### src/rtl/program_memory_pkg.sv
// Shared types and default parameters for the loadable program memory.
package program_memory_pkg;

  typedef enum logic [1:0] {
    EMPTY = 2'd0,
    LOAD  = 2'd1,
    RUN   = 2'd2
  } pm_state_e;

  localparam int DATA_W = 8;
  localparam int ADDR_W = 8;
  localparam int DEPTH  = 25;
  localparam logic [DATA_W-1:0] FILL = 8'h00;

endpackage

### src/rtl/program_memory_array.sv
// Instruction storage: one synchronous write port, one combinational read port, no reset.
module program_memory_array #(
  parameter int DATA_W = 8,
  parameter int ADDR_W = 8,
  parameter int DEPTH  = 25
) (
  input  logic              clk,
  input  logic              we,
  input  logic [ADDR_W-1:0] waddr,
  input  logic [DATA_W-1:0] wdata,
  input  logic [ADDR_W-1:0] raddr,
  output logic [DATA_W-1:0] rdata
);

  localparam int IW = (DEPTH > 1) ? $clog2(DEPTH) : 1;
  localparam logic [ADDR_W:0] DEPTH_C = DEPTH[ADDR_W:0];

  logic [DATA_W-1:0] mem_q [DEPTH];

  // Addresses beyond DEPTH are dropped on write and read as zero.
  always_ff @(posedge clk) begin
    if (we && ({1'b0, waddr} < DEPTH_C))
      mem_q[waddr[IW-1:0]] <= wdata;
  end

  assign rdata = ({1'b0, raddr} < DEPTH_C) ? mem_q[raddr[IW-1:0]] : '0;

endmodule

### src/rtl/program_memory.sv
// Loadable instruction store: streaming load port, valid/ready fetch port with a
// one-deep registered response and an out-of-range fault flag.
module program_memory #(
  parameter int DATA_W = program_memory_pkg::DATA_W,
  parameter int ADDR_W = program_memory_pkg::ADDR_W,
  parameter int DEPTH  = program_memory_pkg::DEPTH,
  parameter logic [DATA_W-1:0] FILL = program_memory_pkg::FILL
) (
  input  logic              clk,
  input  logic              rst,
  input  logic              load_start,
  input  logic              load_valid,
  input  logic [DATA_W-1:0] load_data,
  input  logic              load_last,
  output logic              load_ready,
  output logic [ADDR_W:0]   load_count,
  output logic              load_overflow,
  input  logic              fetch_valid,
  input  logic [ADDR_W-1:0] fetch_addr,
  output logic              fetch_ready,
  output logic              instr_valid,
  output logic [DATA_W-1:0] instr,
  output logic              instr_fault,
  input  logic              instr_ready,
  output logic              running
);

  import program_memory_pkg::*;

  localparam logic [ADDR_W:0] DEPTH_C = DEPTH[ADDR_W:0];

  pm_state_e         state_q, state_d;
  logic [ADDR_W:0]   count_q, count_d;
  logic              ovf_q, ovf_d;
  logic              valid_q, valid_d;
  logic [DATA_W-1:0] instr_q, instr_d;
  logic              fault_q, fault_d;

  logic              load_acc, fetch_acc, full, addr_fault, we;
  logic [DATA_W-1:0] rdata;

  assign load_ready  = (state_q == LOAD) && !load_start;
  assign fetch_ready = (state_q == RUN) && !load_start && (!valid_q || instr_ready);
  assign load_acc    = load_valid && load_ready;
  assign fetch_acc   = fetch_valid && fetch_ready;
  assign full        = (count_q == DEPTH_C);
  assign addr_fault  = ({1'b0, fetch_addr} >= count_q);

  program_memory_array #(
    .DATA_W (DATA_W),
    .ADDR_W (ADDR_W),
    .DEPTH  (DEPTH)
  ) u_array (
    .clk   (clk),
    .we    (we),
    .waddr (count_q[ADDR_W-1:0]),
    .wdata (load_data),
    .raddr (fetch_addr),
    .rdata (rdata)
  );

  always_comb begin
    state_d = state_q;
    count_d = count_q;
    ovf_d   = ovf_q;
    valid_d = valid_q;
    instr_d = instr_q;
    fault_d = fault_q;
    we      = 1'b0;

    case (state_q)
      EMPTY:   if (load_start) state_d = LOAD;
      LOAD:    if (!load_start && load_acc && load_last) state_d = RUN;
      RUN:     if (load_start) state_d = LOAD;
      default: state_d = EMPTY;
    endcase

    if (load_start) begin
      count_d = '0;
      ovf_d   = 1'b0;
      valid_d = 1'b0;
    end else begin
      // A word offered when full is dropped but still counts as accepted.
      if (load_acc) begin
        if (full) begin
          ovf_d = 1'b1;
        end else begin
          we      = 1'b1;
          count_d = count_q + 1'b1;
        end
      end
      if (fetch_acc) begin
        valid_d = 1'b1;
        instr_d = addr_fault ? FILL : rdata;
        fault_d = addr_fault;
      end else if (valid_q && instr_ready) begin
        valid_d = 1'b0;
      end
    end
  end

  always_ff @(posedge clk or posedge rst) begin
    if (rst) begin
      state_q <= EMPTY;
      count_q <= '0;
      ovf_q   <= 1'b0;
      valid_q <= 1'b0;
      instr_q <= '0;
      fault_q <= 1'b0;
    end else begin
      state_q <= state_d;
      count_q <= count_d;
      ovf_q   <= ovf_d;
      valid_q <= valid_d;
      instr_q <= instr_d;
      fault_q <= fault_d;
    end
  end

  assign load_count    = count_q;
  assign load_overflow = ovf_q;
  assign instr_valid   = valid_q;
  assign instr         = instr_q;
  assign instr_fault   = fault_q;
  assign running       = (state_q == RUN);

endmodule
### config.mk
export PLATFORM = sky130hd
export DESIGN_NAME = program_memory
export DESIGN_NICKNAME = d
export VERILOG_FILES = /design/src/rtl/program_memory_pkg.sv /design/src/rtl/program_memory_array.sv /design/src/rtl/program_memory.sv
export SDC_FILE = /design/constraint.sdc
export NUM_CORES = 1
export LEC_CHECK = 0
export ABC_CLOCK_PERIOD_IN_PS = 2700
export CAP_MARGIN = 40
export CELL_PAD_IN_SITES_DETAIL_PLACEMENT = 1
export CELL_PAD_IN_SITES_GLOBAL_PLACEMENT = 2
export CORE_ASPECT_RATIO = 1.1
export CORE_MARGIN = 8
export CORE_UTILIZATION = 40
export CTS_CLUSTER_SIZE = 30
export DETAILED_ROUTE_END_ITERATION = 8
export HOLD_SLACK_MARGIN = 0.08
export PLACE_DENSITY = 0.78
export SLEW_MARGIN = 20
export SYNTH_ARGS = -nofsm -noshare
export SYNTH_HDL_FRONTEND = slang
export SYNTH_SLANG_ARGS = --single-unit
### constraint.sdc
create_clock -name clk -period 2.7 [get_ports clk]
set_clock_uncertainty 0.05 [all_clocks]
set_input_delay 0.54 -clock clk [delete_from_list [all_inputs] [get_ports clk]]
set_output_delay 0.54 -clock clk [all_outputs]
set_load 0.02 [all_outputs]
==> results summary <==
The slew at the pin closest to its max-slew limit is 0.6527 ns. The detailed-route wire length per cell is 24.67 µm. The largest fanout of any net on the critical path came out at 6. The share of the yosys chip area belonging to registers came out at 72.53%.

Across all setup checks in the final design, the least slack found is 0.1402 ns. The area growth from synthesis to layout is 21.04%. In the final layout, the share of cells above drive strength 1 is 24.10%.

The sink count of the clock tree came out at 222. The remaining antenna violation count is 0. The category of cells accounting for the largest share of critical-path delay is buffers and inverters. The cell sitting at the root of the clock tree is a clkbuf_16.

The number of flops mapped to enable cells by yosys came out at 200. The period utilization is 94.81%. For this design the ratio of total power to cell area is 665.4 nW/µm². The final wirelength is 22.42 mm. The worst register-to-register path ends at u_array.mem_q[16][7]. The top cell type by total area after synthesis is edfxtp_1. The worst reg2reg path startpoint is load_count[0]. Following the worst setup path forward leads to its endpoint at fetch_ready. The count of maximum capacitance violations is 0. The number of different library cells used by synthesis comes to 49. The floorplan has 57 rows.

The nature of the critical path startpoint is a register. The synthesized area came out at 9040 µm². The cell depth of the worst flop-to-flop path came out at 8. The origin of the worst setup path is state_q[0]. The number of pins with negative max-slew slack in the final report is 0. The iteration-0 DRC count of the detailed router is 359.

By instance count, the leading cell after synthesis is edfxtp_1. The post-detailed-placement half-perimeter wirelength came out at 15.59 mm. The buffer depth of the longest clock path came out at 3. Clock tree synthesis inserted a total of 23 buffers.

The total nets after synthesis is 522. The total vias in the final route is 4939. The worst min-delay path category is in -> async. The residual overflow from global routing came out at 0.

The number of vias per cell after detailed routing came out at 5.433. The average cell area after synthesis is 18.60 µm². Buffers added to address setup during post-CTS repair amount to 0.

The worst ir drop on vdd is 344.9 µV. After filler insertion, the fill cell instance count of the layout stands at 2061. For the finished layout, the period the worst path requires is 2.560 ns. The final hold violation count is 0. The required time reported for the critical path endpoint came out at 2.11 ns. The pre-antenna-repair detailed-routing pass consisted of 4 iterations. The portion of synthesized cell area occupied by the leading cell type came out at 66.44%.

The register bit total from synthesis came out at 222. Entering global routing, the biggest net connects 26 pins. The floorplan die height came out at 173.7 µm.

The count of warnings emitted by yosys came out at 0. The worst register-to-register path has a setup slack of 0.20 ns. The final estimated routing congestion in global placement is 0.8083. The flow ran to the end, and the final reports show no timing, DRC or antenna violations. The repair_antennas step left the layout with diodes totalling 0. The share of flip-flops with an asynchronous set or reset came out at 9.910%. STA classifies the critical path endpoint as a primary output. Setup repair after global routing left no endpoint under its margin. The first global-routing pass estimated 34.55 mm of wire. The clock tree from TritonCTS is done. The worst setup slack after placement came out at -0.09877 ns. The placeable core region came out at 22110 µm². In this run the number of H-tree levels came out at 1. The total negative slack for setup checks is 0 ns.

The clock input transition at the sequential cells of the worst setup and hold paths is 0.06 ns. The die area is 27670 µm². The total of buffers placed on input and output ports came out at 45. The detailed-route DRC error count came out at 0. The critical path buffer and inverter count came out at 1. Sorting the synthesized cells by how often they occur yields edfxtp_1 (200), mux4_2 (46), nor2_1 (40). The die boundary width came out at 159.3 µm. The number of antenna violations at the first check in global routing is 0.

Data on the critical path arrives at its endpoint at 1.97 ns. Pin placement for this block handled 46 I/O pins. The normalized max-slew margin came out at 56.39%. The synthesized instance count is 486.

The leakage power total came out at 3.710 nW. The upper clock frequency limit is 0.3907 GHz. In the final design database the tool counted 633 nets. Counting buffers and inverters, the worst setup path is 3 cells deep. On the worst path, the slowest cell contributes a delay of 0.62 ns. For this design, the slowest cell found on the critical path is clkdlybuf4s50_1. By startpoint and endpoint, the worst setup path is classified as reg -> out.

Traced cell by cell, the critical path runs through nor2b_2 -> and3_1 -> clkdlybuf4s50_1. The clock latency on the worst-skew pair is 0.51 ns. The overall global routing resource usage came out at 16.27%. For this run, the leading register cell type out of synthesis is edfxtp_1. The starting density of the core came out at 40.89%. The number of endpoints failing setup at the final stage came out at 0.

By area the synthesized netlist is led by edfxtp_1 (66%), mux4_2 (11%), dfrtp_1 (6.1%). The number of global-route vias before repair is 5421.
kinds of logic after synthesis:
kind of cell / Yosys count / share of synthesized area (%)
AOI/OAI and AO/OA: 49 / 4.249
xor gates and xnor gates: 6 / 0.5813
muxes: 56 / 12.94
adders and majority gates: 13 / 1.799
DFF: 222 / 72.53
buffers and inverters: 31 / 2.228
and+or+nand+nor: 109 / 5.675
sequential cells by signal (all words and copies together), names as in the netlist:
register	count
u_array.mem_q	200
load_count	9
instr	8
state_q	2
instr_fault	1
instr_valid	1
load_overflow	1
cells in the final DEF (no fill, tap or decap), drive strengths merged, types with 2 or more instances in the layout:
master and n:
clkinvlp 3, a21oi 5, o22a 2, dfrtp 22, nand4 2, nor3 6
a22oi 10, a32oi 3, ha 13, and2 5, a211oi 2, clkinv 13
a221o 2, clkbuf 23, inv 13, bufinv 2, nand2 26, o31ai 2
edfxtp 200, buf 62, mux2i 7, a22o 7, nor2b 2, nand3 13
nor2 40, clkdlybuf4s50 43, a211o 2, and3 2, o21ai 4, nor3b 3
xnor2 5, nand2b 3, o2111ai 5, o211ai 2, mux4 48
through the flow:
step,std cells,area (µm²),utilization [%],power (W),hold slack [ns]
after CTS,909,10940,49.48,0.007351,0.3387
after global routing,909,10940,49.49,0.007496,0.3715
after global placement,867,10210,46.19,0.004302,0.4183
after floorplan,486,9046,-,0.004090,0.4149
final,909,10940,49.49,0.007281,0.3461
after detailed placement,867,10210,46.19,0.004322,0.4238
worst register-to-register path: stages, from the launching register on:
cell,delay (ns)
dfrtp_1,0.46
inv_1,0.14
ha_1,0.16
inv_1,0.04
a311o_1,0.30
a21oi_1,0.29
nand2_1,0.31
nor2_1,0.24
buf_4,0.20
cell type report:
type / count / area, µm² / share of cell area [%]
Clock inverter: 19 / 151.4 / 1.384
Tap cell: 295 / 369.1 / 3.373
Inverter: 12 / 45.04 / 0.4117
Timing Repair Buffer: 105 / 953.4 / 8.714
Sequential cell: 222 / 6556 / 59.92
Multi-Input combinational cell: 233 / 2291 / 20.94
Clock buffer: 23 / 575.6 / 5.260
worst min-delay path by stage:
stage | slack [ns] | startpoint | depth (start not counted) | end
floorplan | 0.41 | state_q[1] | 1 | state_q[0]
global placement | 0.42 | instr_fault | 2 | instr_fault
detailed placement | 0.42 | instr_fault | 2 | instr_fault
CTS | 0.34 | rst | 3 | instr[0]
global route | 0.37 | rst | 3 | load_count[0]
finish | 0.35 | rst | 3 | load_count[3]
metal layers:
metal | part of all wire (%) | GRT usage (%) | up-vias | routed length (µm)
li1 | - | - | 2179 | -
met1 | 44 | 21.08 | 2598 | 9814
met2 | 49 | 27.07 | 125 | 11000
met3 | 4.2 | 2.684 | 37 | 950
met4 | 3.0 | 6.137 | 0 | 663
met5 | 0 | 0 | - | 0
power by group:
group          internal (W)  leakage, nW  switching [W]
registers           0.00377         2.10      0.0000138
clock network       0.00175        0.351        0.00129
logic              0.000204         1.26       0.000259
repair_timing:
item	in CTS	in global routing
endpoints found under the hold margin	0	0
hold buffers	0	0
setup endpoints to repair	0	1
gates resized for setup	0	1
(Power assumes the default switching activity.)
